[config.mk]
export PLATFORM = sky130hd
export DESIGN_NAME = clk_rst_seq
export DESIGN_NICKNAME = d
export VERILOG_FILES = /design/src/rtl/clk_rst_seq.sv
export SDC_FILE = /design/constraint.sdc
export NUM_CORES = 1
export LEC_CHECK = 0
export CAP_MARGIN = 20
export CORE_UTILIZATION = 40
export CTS_CLUSTER_DIAMETER = 120
export DETAILED_ROUTE_END_ITERATION = 10
export PLACE_DENSITY_LB_ADDON = 0.3
export SETUP_SLACK_MARGIN = 0.15
export SYNTH_ARGS = -nofsm -noshare
export SYNTH_HDL_FRONTEND = slang
export SYNTH_SLANG_ARGS = --single-unit
[constraint.sdc]
create_clock -name Clk -period 2.9 [get_ports Clk]
set_clock_uncertainty 0.2 [all_clocks]
set_input_delay 0.58 -clock Clk [delete_from_list [all_inputs] [get_ports Clk]]
set_output_delay 0.58 -clock Clk [all_outputs]
set_load 0.03 [all_outputs]
[src/rtl/clk_rst_seq.sv]
// clk_rst_seq: power-up/recovery sequencer for the Clk_25M clock manager.
// It pulses Dcm_Reset, qualifies Locked, releases Sys_Reset, and retries or fails on lock timeout.
// Optional feature: define LOCK_LOSS_CNT_EN to count S_RUN lock losses on Loss_Cnt.
module clk_rst_seq #(
    parameter int RST_CYCLES   = 16,
    parameter int LOCK_STABLE  = 64,
    parameter int LOCK_TIMEOUT = 65536,
    parameter int SYS_HOLD     = 32,
    parameter int MAX_RETRY    = 3,
    parameter int CNT_W        = 17
) (
    input  logic       Clk,
    input  logic       Reset,
    input  logic       Locked,
    input  logic       Restart,
    output logic       Dcm_Reset,
    output logic       Sys_Reset,
    output logic       Ready,
    output logic       Fail,
    output logic [7:0] Retry_Cnt,
    output logic [7:0] Loss_Cnt
);
    localparam int STAB_W = $clog2(LOCK_STABLE + 1);

    typedef enum logic [2:0] {S_RST, S_WAIT, S_HOLD, S_RUN, S_FAIL} state_t;

    state_t             state_q, state_d;
    logic [CNT_W-1:0]   cnt_q, cnt_d;
    logic [STAB_W-1:0]  stab_q, stab_d;
    logic [7:0]         retry_q, retry_d;
    logic               sync1_q, lock_s_q;
    logic               dcm_q, dcm_d, sys_q, sys_d, ready_q, ready_d, fail_q, fail_d;

    // Next-state and counter logic; every state change clears the per-state counters.
    always_comb begin
        state_d = state_q;
        cnt_d   = cnt_q + 1'b1;
        stab_d  = '0;
        retry_d = retry_q;
        case (state_q)
            S_RST: if (cnt_q == CNT_W'(RST_CYCLES - 1)) state_d = S_WAIT;
            S_WAIT: begin
                stab_d = lock_s_q ? stab_q + 1'b1 : '0;
                if (lock_s_q && stab_q == STAB_W'(LOCK_STABLE - 1)) begin
                    state_d = S_HOLD;
                end else if (cnt_q == CNT_W'(LOCK_TIMEOUT - 1)) begin
                    state_d = (retry_q == 8'(MAX_RETRY)) ? S_FAIL : S_RST;
                    retry_d = (retry_q == 8'(MAX_RETRY)) ? retry_q : retry_q + 8'd1;
                end
            end
            S_HOLD: begin
                if (!lock_s_q) begin
                    state_d = S_RST;
                end else if (cnt_q == CNT_W'(SYS_HOLD - 1)) begin
                    state_d = S_RUN;
                    retry_d = '0;
                end
            end
            S_RUN: if (!lock_s_q) state_d = S_RST;
            S_FAIL: begin
                if (Restart) begin
                    state_d = S_RST;
                    retry_d = '0;
                end
            end
            default: state_d = S_RST;
        endcase
        if (state_d != state_q) begin
            cnt_d  = '0;
            stab_d = '0;
        end
        dcm_d   = (state_d == S_RST) || (state_d == S_FAIL);
        sys_d   = state_d != S_RUN;
        ready_d = state_d == S_RUN;
        fail_d  = state_d == S_FAIL;
    end

    // State, counters, Locked synchronizer and registered outputs.
    always_ff @(posedge Clk or posedge Reset) begin
        if (Reset) begin
            state_q  <= S_RST;
            cnt_q    <= '0;
            stab_q   <= '0;
            retry_q  <= '0;
            sync1_q  <= 1'b0;
            lock_s_q <= 1'b0;
            dcm_q    <= 1'b1;
            sys_q    <= 1'b1;
            ready_q  <= 1'b0;
            fail_q   <= 1'b0;
        end else begin
            state_q  <= state_d;
            cnt_q    <= cnt_d;
            stab_q   <= stab_d;
            retry_q  <= retry_d;
            sync1_q  <= Locked;
            lock_s_q <= sync1_q;
            dcm_q    <= dcm_d;
            sys_q    <= sys_d;
            ready_q  <= ready_d;
            fail_q   <= fail_d;
        end
    end

    assign Dcm_Reset = dcm_q;
    assign Sys_Reset = sys_q;
    assign Ready     = ready_q;
    assign Fail      = fail_q;
    assign Retry_Cnt = retry_q;

`ifdef LOCK_LOSS_CNT_EN
    logic [7:0] loss_q, loss_d;

    // Saturating count of lock losses seen while running.
    always_comb begin
        loss_d = (state_q == S_RUN && state_d == S_RST && loss_q != 8'hFF) ? loss_q + 8'd1 : loss_q;
    end

    // Loss counter register, cleared only by Reset.
    always_ff @(posedge Clk or posedge Reset) begin
        if (Reset) loss_q <= '0;
        else       loss_q <= loss_d;
    end

    assign Loss_Cnt = loss_q;
`else
    assign Loss_Cnt = 8'd0;
`endif
endmodule

==> results of run 1 <==
[flip-flops by register name, indices dropped and copies added, names as in the netlist]
signal and flops:
Sys_Reset 1, sync1_q 1, Retry_Cnt 8, stab_q 7, state_q 3, lock_s_q 1
Ready 1, cnt_q 17, Dcm_Reset 1, Fail 1
[power groups by stage]
stage | clock [mW] | combinational, mW | sequential [mW]
4_1_cts | 0.398 | 0.656 | 0.771
3_3_place_gp | 0 | 0.654 | 0.781
6_report | 0.381 | 0.652 | 0.770
3_5_place_dp | 0 | 0.653 | 0.783
5_1_grt | 0.420 | 0.717 | 0.790
2_1_floorplan | 0 | 0.384 | 0.854
[worst paths after layout]
kind                          start            to  slack [ps]  cells after the start
max in group asynchronous     Reset     Dcm_Reset        1610                      3
setup / recovery           cnt_q[0]  Retry_Cnt[6]         400                     10
hold reg to reg             sync1_q      lock_s_q         160                      0
min in group asynchronous     Reset      cnt_q[0]         520                      3
setup reg to reg           cnt_q[0]  Retry_Cnt[6]         400                     10
hold / removal              sync1_q      lock_s_q         160                      0
[cells in the final DEF, fill, tap and decap left out, types with 6 or more instances in the layout]
cell	n
conb_1	8
nor2_1	29
o21ai_0	6
dfrtp_1	39
clkbuf_8	6
nand2_1	13
clkdlybuf4s50_1	15
xnor2_1	8
nand3_1	14
xor2_1	12
buf_4	6
and3_1	7
[worst reg2reg max path, stage by stage (launching register included)]
cell	delay, ps
dfrtp_1	390
ha_1	190
nand3_1	120
nor3_2	140
nand2_1	120
nor2_2	140
ha_1	170
a21boi_1	160
o21ai_1	120
or2_2	350
a211o_1	300
[synth_stat cells, types with 2 or more instances]
cell,count
o31ai_1,4
buf_2,3
a21oi_1,4
ha_1,5
nor3_1,6
buf_4,9
nand3_1,14
nor2_1,30
inv_1,5
dfstp_2,2
and2_1,2
and3_1,7
nand2b_1,2
o21a_1,2
xor2_1,12
nand2_1,13
xnor2_1,8
or2_2,4
or3_1,2
a211o_1,2
dfrtp_1,39
o21ai_0,6
nand4_1,5
nor4_1,4
[layer usage]
layer	vias up	share of wire (%)	GRT usage, %
met2	36	47	24.7
li1	782	-	-
met1	744	48	19.4
met4	0	0.71	6.08
met5	-	0	0
met3	4	3.5	4.28
[kinds of logic (layout without fill, tap and decap cells)]
kind of cell	Yosys count	in the layout	share of synthesized area [%]
and+or+nand+nor	98	98	23.9
buffers and inverters	18	34	4.97
muxes	1	1	0.473
xor gates and xnor gates	20	20	8.28
AOI/OAI and AO/OA	31	31	10.6
DFF	41	41	48.6
adders and majority gates	5	5	2.96
other	1	8	0.177
[cell type report]
cell class | instances | area share (%)
Multi-Input combinational cell | 163 | 41.7
Timing Repair Buffer | 21 | 8.01
Inverter | 5 | 0.770
Tap cell | 70 | 3.60
Sequential cell | 41 | 42.2
Clock buffer | 8 | 3.70
[per-stage QoR]
step                      total power, mW  cells  util [%]  setup WS, ps
after floorplan                      1.24    222         -           328
after detailed placement             1.44    300      45.8           246
final                                1.80    308      47.7           395
after global routing                 1.93    308      47.7           139
after global placement               1.44    300      45.8           306
after CTS                            1.82    308      47.6           224
==> results.py, run 1 <==
metrics = {
    "outcome": {
        "status": "finished clean",
    },
    "route": {
        "dr_total_vias": 1566,
        "routed_wl_um": 3790,
        "viasPerCell": 5.08,
        "drc_errors": 0,
        "drtIter0Drc": 81,
        "antenna_left": 0,
        "wl_per_cell_um": 12.3,
        "first_pass_iters": 4,
    },
    "floorplan": {
        "fp-row-count": 26,
        "core_um2": 5110,
        "dieArea_um2": 5580,
        "die_w_um": 74.7,
        "ios": 24,
        "start_util_pct": 41.4,
        "die_h_um": 74.7,
    },
    "layout": {
        "syn_to_final_growth_pct": 15.1,
        "drive_gt1_share_pct": 9.66,
        "nets": 246,
        "final_area_um2": 2440,
        "diodes": 0,
        "fill_cells": 484,
        "seq_area_um2": 1030,
        "multiInputGateArea_um2": 1020,
    },
    "setup_path": {
        "endpoint_kind": "flop",
        "crit_arrival_ps": 2480,
        "path_cells": "ha_1 > nand3_1 > nor3_2 > nand2_1 > nor2_2 > ha_1 > a21boi_1 > o21ai_1 > or2_2 > a211o_1",
        "critPathRequiredTime_ps": 2880,
        "timing.critical_path.buf_inv": 0,
        "cpLargestDelayFamily": "simple AND/OR/NAND/NOR gates",
        "cp_max_fo": 5,
        "worstSetupPathType": "flop to flop",
        "critPathMaxStageDelay_ps": 390,
        "startpoint_type": "flop",
        "crit_path_frequent_cell": "ha_1",
        "critPathSlowestCell": "dfrtp_1",
    },
    "yosys": {
        "syn_area_um2": 2120,
        "async_flop_share_pct": 100,
        "ys_ff_latch": 41,
        "synth_cell_types": 49,
        "ys_seq_area_share_pct": 48.6,
        "ys.warnings.count": 0,
        "synth_edf_count": 0,
        "yosys.area.top_type": "dfrtp_1",
        "synth_top_area_share_pct": 46.1,
        "netlist_instances": 215,
        "ys.flop_type": "dfrtp_1",
        "synth.area.top_cells": "dfrtp_1 46%, nor2_1 5.3%, xor2_1 5.0%",
        "syn_area_per_cell_um2": 9.84,
    },
    "global_route": {
        "grt-ovfl-total": 0,
        "antenna_found_initial": 0,
        "grt_start_max_net_pins": 42,
        "grt_first_pass_wirelength_um": 6450,
        "grt_pass1_vias": 1426,
        "track_usage_pct": 15.3,
    },
    "placement": {
        "gp_congestion": 0.860,
        "place_area_um2": 2340,
        "dpl.hpwl_um": 2700,
        "port-buffer-count": 15,
    },
    "cts": {
        "cts-resized-gates": 0,
        "cts-buffers-inserted": 5,
        "h-tree-depth": 2,
        "worstSkewPairLatency_ps": 290,
        "cts_sinks": 41,
        "cts.clk_slew.worst_paths_ps": 80,
        "cts_buffer_depth": 2,
        "cts_hold_buf": 0,
        "cts-root-buf": "clkbuf_8",
        "cts_tree": "done",
        "postCtsSetupBuffers": 0,
    },
    "sta": {
        "setup_violations": 0,
        "min_period_ps": 2500,
        "tightest_slew_ps": 745,
        "period_share_pct": 86.4,
        "tns_ps": 0,
        "rsz0062_at_grt": "false",
        "hold-worst-slack_ps": 162,
        "maxSlewViolCount": 0,
        "finalHoldViolations": 0,
        "fmax_ghz": 0.399,
        "relSlewSlack_pct": 50.0,
    },
    "pwr": {
        "leakage_nw": 1.07,
        "clock_power_share_pct": 21.2,
        "power_density_nw_per_um2": 740,
        "peakVddDrop_mv": 0.259,
        "switching_share_pct": 36.7,
        "p_comb_share_pct": 36.1,
        "p_switching_mw": 0.662,
        "seqPwrFrac_pct": 42.7,
        "intPower_mw": 1.14,
    },
    "worst_hold_path": {
        "hold_class": "flop to flop",
    },
    "job": {
        "cap_violations": 0,
    },
}
Note: power is estimated with default switching activity, not from simulation.
==> inputs of run 2 (changes only) <==
--- a/config.mk
+++ b/config.mk
@@ -6,8 +6,11 @@
 export NUM_CORES = 1
 export LEC_CHECK = 0
 export CAP_MARGIN = 20
-export CORE_UTILIZATION = 40
+export CELL_PAD_IN_SITES_DETAIL_PLACEMENT = 1
+export CELL_PAD_IN_SITES_GLOBAL_PLACEMENT = 1
+export CORE_UTILIZATION = 39
 export CTS_CLUSTER_DIAMETER = 120
+export CTS_CLUSTER_SIZE = 24
 export DETAILED_ROUTE_END_ITERATION = 10
 export PLACE_DENSITY_LB_ADDON = 0.3
 export SETUP_SLACK_MARGIN = 0.15
==> constraint.sdc (replaced) <==
create_clock -name Clk -period 2.1 [get_ports Clk]
set_clock_uncertainty 0.2 [all_clocks]
set_input_delay 0.42 -clock Clk [delete_from_list [all_inputs] [get_ports Clk]]
set_output_delay 0.42 -clock Clk [all_outputs]
set_load 0.03 [all_outputs]
==> run 2 against run 1 <==
The flow now finishes with violations (negative setup slack). Worst hold slack improved by 19 ps. Combinational power grew to 2.6 times the previous value. Clock power rose by 35%. Worst setup slack lost 840 ps. Final cell count grew 20%. Cell area grew 30%. Die area up 2.5%. Wire length rose by 93%. Register-to-register slack got worse by 840 ps. Critical path depth grew 3. Highest routed layer unchanged.
==> results.py, run 2 (synthesis gave the netlist of run 1 again) <==
metrics = {
    "outcome": {
        "violations": "negative setup slack",
        "status": "finished, violations left",
    },
    "cts": {
        "cts.clk_slew.worst_paths_ps": 70,
        "cts_tree": "done",
        "worstSkewPairLatency_ps": 300,
        "cts_sinks": 41,
        "cts_buffer_depth": 2,
        "cts-root-buf": "clkbuf_8",
        "cts-buffers-inserted": 5,
        "h-tree-depth": 2,
        "cts_hold_buf": 0,
    },
    "placement": {
        "dpl.hpwl_um": 4140,
        "place_inst": 347,
        "port-buffer-count": 15,
        "gp_congestion": 0.799,
        "place_area_um2": 2750,
    },
    "sta": {
        "rsz0062_at_grt": "true",
        "hold-worst-slack_ps": 181,
        "fin_ws_ps": -442,
        "min_period_ps": 2540,
        "setup_violations": 38,
        "fmax_ghz": 0.393,
        "tightest_slew_ps": 533,
        "period_share_pct": 121,
        "maxSlewViolCount": 0,
        "finalHoldViolations": 0,
        "relSlewSlack_pct": 64.2,
    },
    "layout": {
        "largest_reg_flops": 17,
        "final_area_um2": 3170,
        "top_register": "cnt_q",
        "final_cell_mix": "63 x buf_4, 39 x dfrtp_1, 22 x nor2_1",
        "fin_util_pct": 61.2,
        "diodes": 0,
        "syn_to_final_growth_pct": 49.7,
        "fin_cells": 370,
        "drive_gt1_share_pct": 39.3,
        "fill_cells": 569,
        "layout_commonest_cell": "buf_4",
        "nets": 308,
    },
    "pwr": {
        "p_switching_mw": 1.29,
        "clock_power_share_pct": 16.0,
        "seqPwrFrac_pct": 31.8,
        "intPower_mw": 1.91,
        "switching_share_pct": 40.2,
        "leakage_nw": 1.48,
        "p_comb_share_pct": 52.2,
        "power_density_nw_per_um2": 1010,
        "peakVddDrop_mv": 0.489,
    },
    "global_route": {
        "grt-ovfl-total": 0,
        "grt_first_pass_wirelength_um": 9720,
        "track_usage_pct": 23.4,
        "grt_pass1_vias": 2037,
        "grt_start_max_net_pins": 35,
        "antenna_found_initial": 0,
    },
    "route": {
        "first_pass_iters": 4,
        "dr_total_vias": 2029,
        "drc_errors": 0,
        "viasPerCell": 5.48,
        "drtIter0Drc": 100,
        "antenna_left": 0,
        "routed_wl_um": 7310,
        "wl_per_cell_um": 19.7,
    },
    "job": {
        "cap_violations": 0,
    },
    "setup_path": {
        "crit_path_frequent_cell": "nor2_4",
        "worstSetupPathType": "flop to flop",
        "path_cells": "ha_2 > nand3_4 > nor3_4 > nand2_4 > nor2_4 > buf_4 > ha_4 > nor2_4 > o21ai_2 > a21oi_2 > o221ai_4 > clkbuf_16 > nor2_1",
        "critPathRequiredTime_ps": 2090,
        "startpoint_type": "flop",
        "critPathSlowestCell": "dfrtp_1",
        "cp_max_fo": 8,
        "endpoint_kind": "flop",
        "crit_arrival_ps": 2530,
        "critPathMaxStageDelay_ps": 370,
        "r2r_slack_ps": -440,
    },
    "worst_hold_path": {
        "hold_class": "primary input to asynchronous set/reset pin",
    },
    "floorplan": {
        "dieArea_um2": 5720,
        "die_w_um": 75.7,
        "start_util_pct": 40.9,
        "ios": 24,
        "core_um2": 5170,
        "die_h_um": 75.7,
        "fp-row-count": 26,
    },
}
[run 2: power by group through the flow]
stage	clock, mW	combinational (mW)	sequential [mW]
after floorplan	0	0.571	1.18
after global placement	0	1.29	1.01
after detailed placement	0	1.33	1.02
after CTS	0.535	1.42	1.00
after global routing	0.551	1.77	1.04
final	0.514	1.67	1.02
[run 2: final timing paths]
check                              start   endpoint  cells after the start
min in group Clk                 sync1_q   lock_s_q                      0
worst max-delay path            cnt_q[1]  cnt_q[15]                     13
worst max register to register  cnt_q[1]  cnt_q[15]                     13
max in group asynchronous          Reset  Sys_Reset                      3
worst min-delay path               Reset   cnt_q[3]                      2
worst min register to register   sync1_q   lock_s_q                      0
[run 2: layer usage]
metal	part of all wire [%]	up-vias	track usage, %
met1	40	1052	27.1
li1	-	903	-
met4	3.5	0	11.9
met5	0	-	0
met2	53	52	40.9
met3	3.6	22	4.63
[run 2: per-stage QoR]
stage | TNS (ps) | setup slack (ps) | power, mW
final | -11900 | -442 | 3.20
after global routing | -16230 | -564 | 3.36
after CTS | -7950 | -300 | 2.96
after detailed placement | -8300 | -432 | 2.35
after global placement | -5090 | -320 | 2.29
after floorplan | -2640 | -217 | 1.75
[run 2: critical path, delay by kind of cell (launching register included)]
family / cells / cell delay [ps]
and+or+nand+nor: 6 / 610
AOI/OAI and AO/OA: 3 / 540
DFF: 1 / 370
adders and majority gates: 2 / 360
buffers and inverters: 2 / 360
[run 2: repair_timing]
action / CTS / global route
setup endpoints to repair: 48 / 40
gates cloned: 0 / 2
gates resized for setup: 30 / 27
buffers inserted: 9 / 4
pin swaps: 13 / 9
[run 2: final cells by class]
class | count | area [um2] | share of cell area [%]
inverter | 5 | 18.8 | 0.593
multi-input combinational | 163 | 1230 | 38.9
clock inverter | 2 | 10.0 | 0.316
clock buffer | 6 | 72.6 | 2.29
sequential | 41 | 1030 | 32.5
tap | 70 | 87.6 | 2.77
timing repair buffer | 83 | 717 | 22.6
==> inputs of run 3 (changes only) <==
--- a/config.mk
+++ b/config.mk
@@ -5,6 +5,7 @@
 export SDC_FILE = /design/constraint.sdc
 export NUM_CORES = 1
 export LEC_CHECK = 0
+export ABC_CLOCK_PERIOD_IN_PS = 2100
 export CAP_MARGIN = 20
 export CELL_PAD_IN_SITES_DETAIL_PLACEMENT = 1
 export CELL_PAD_IN_SITES_GLOBAL_PLACEMENT = 1
==> results of run 3 <==
The final DEF is identical to that of run 2; final timing and power are the same.
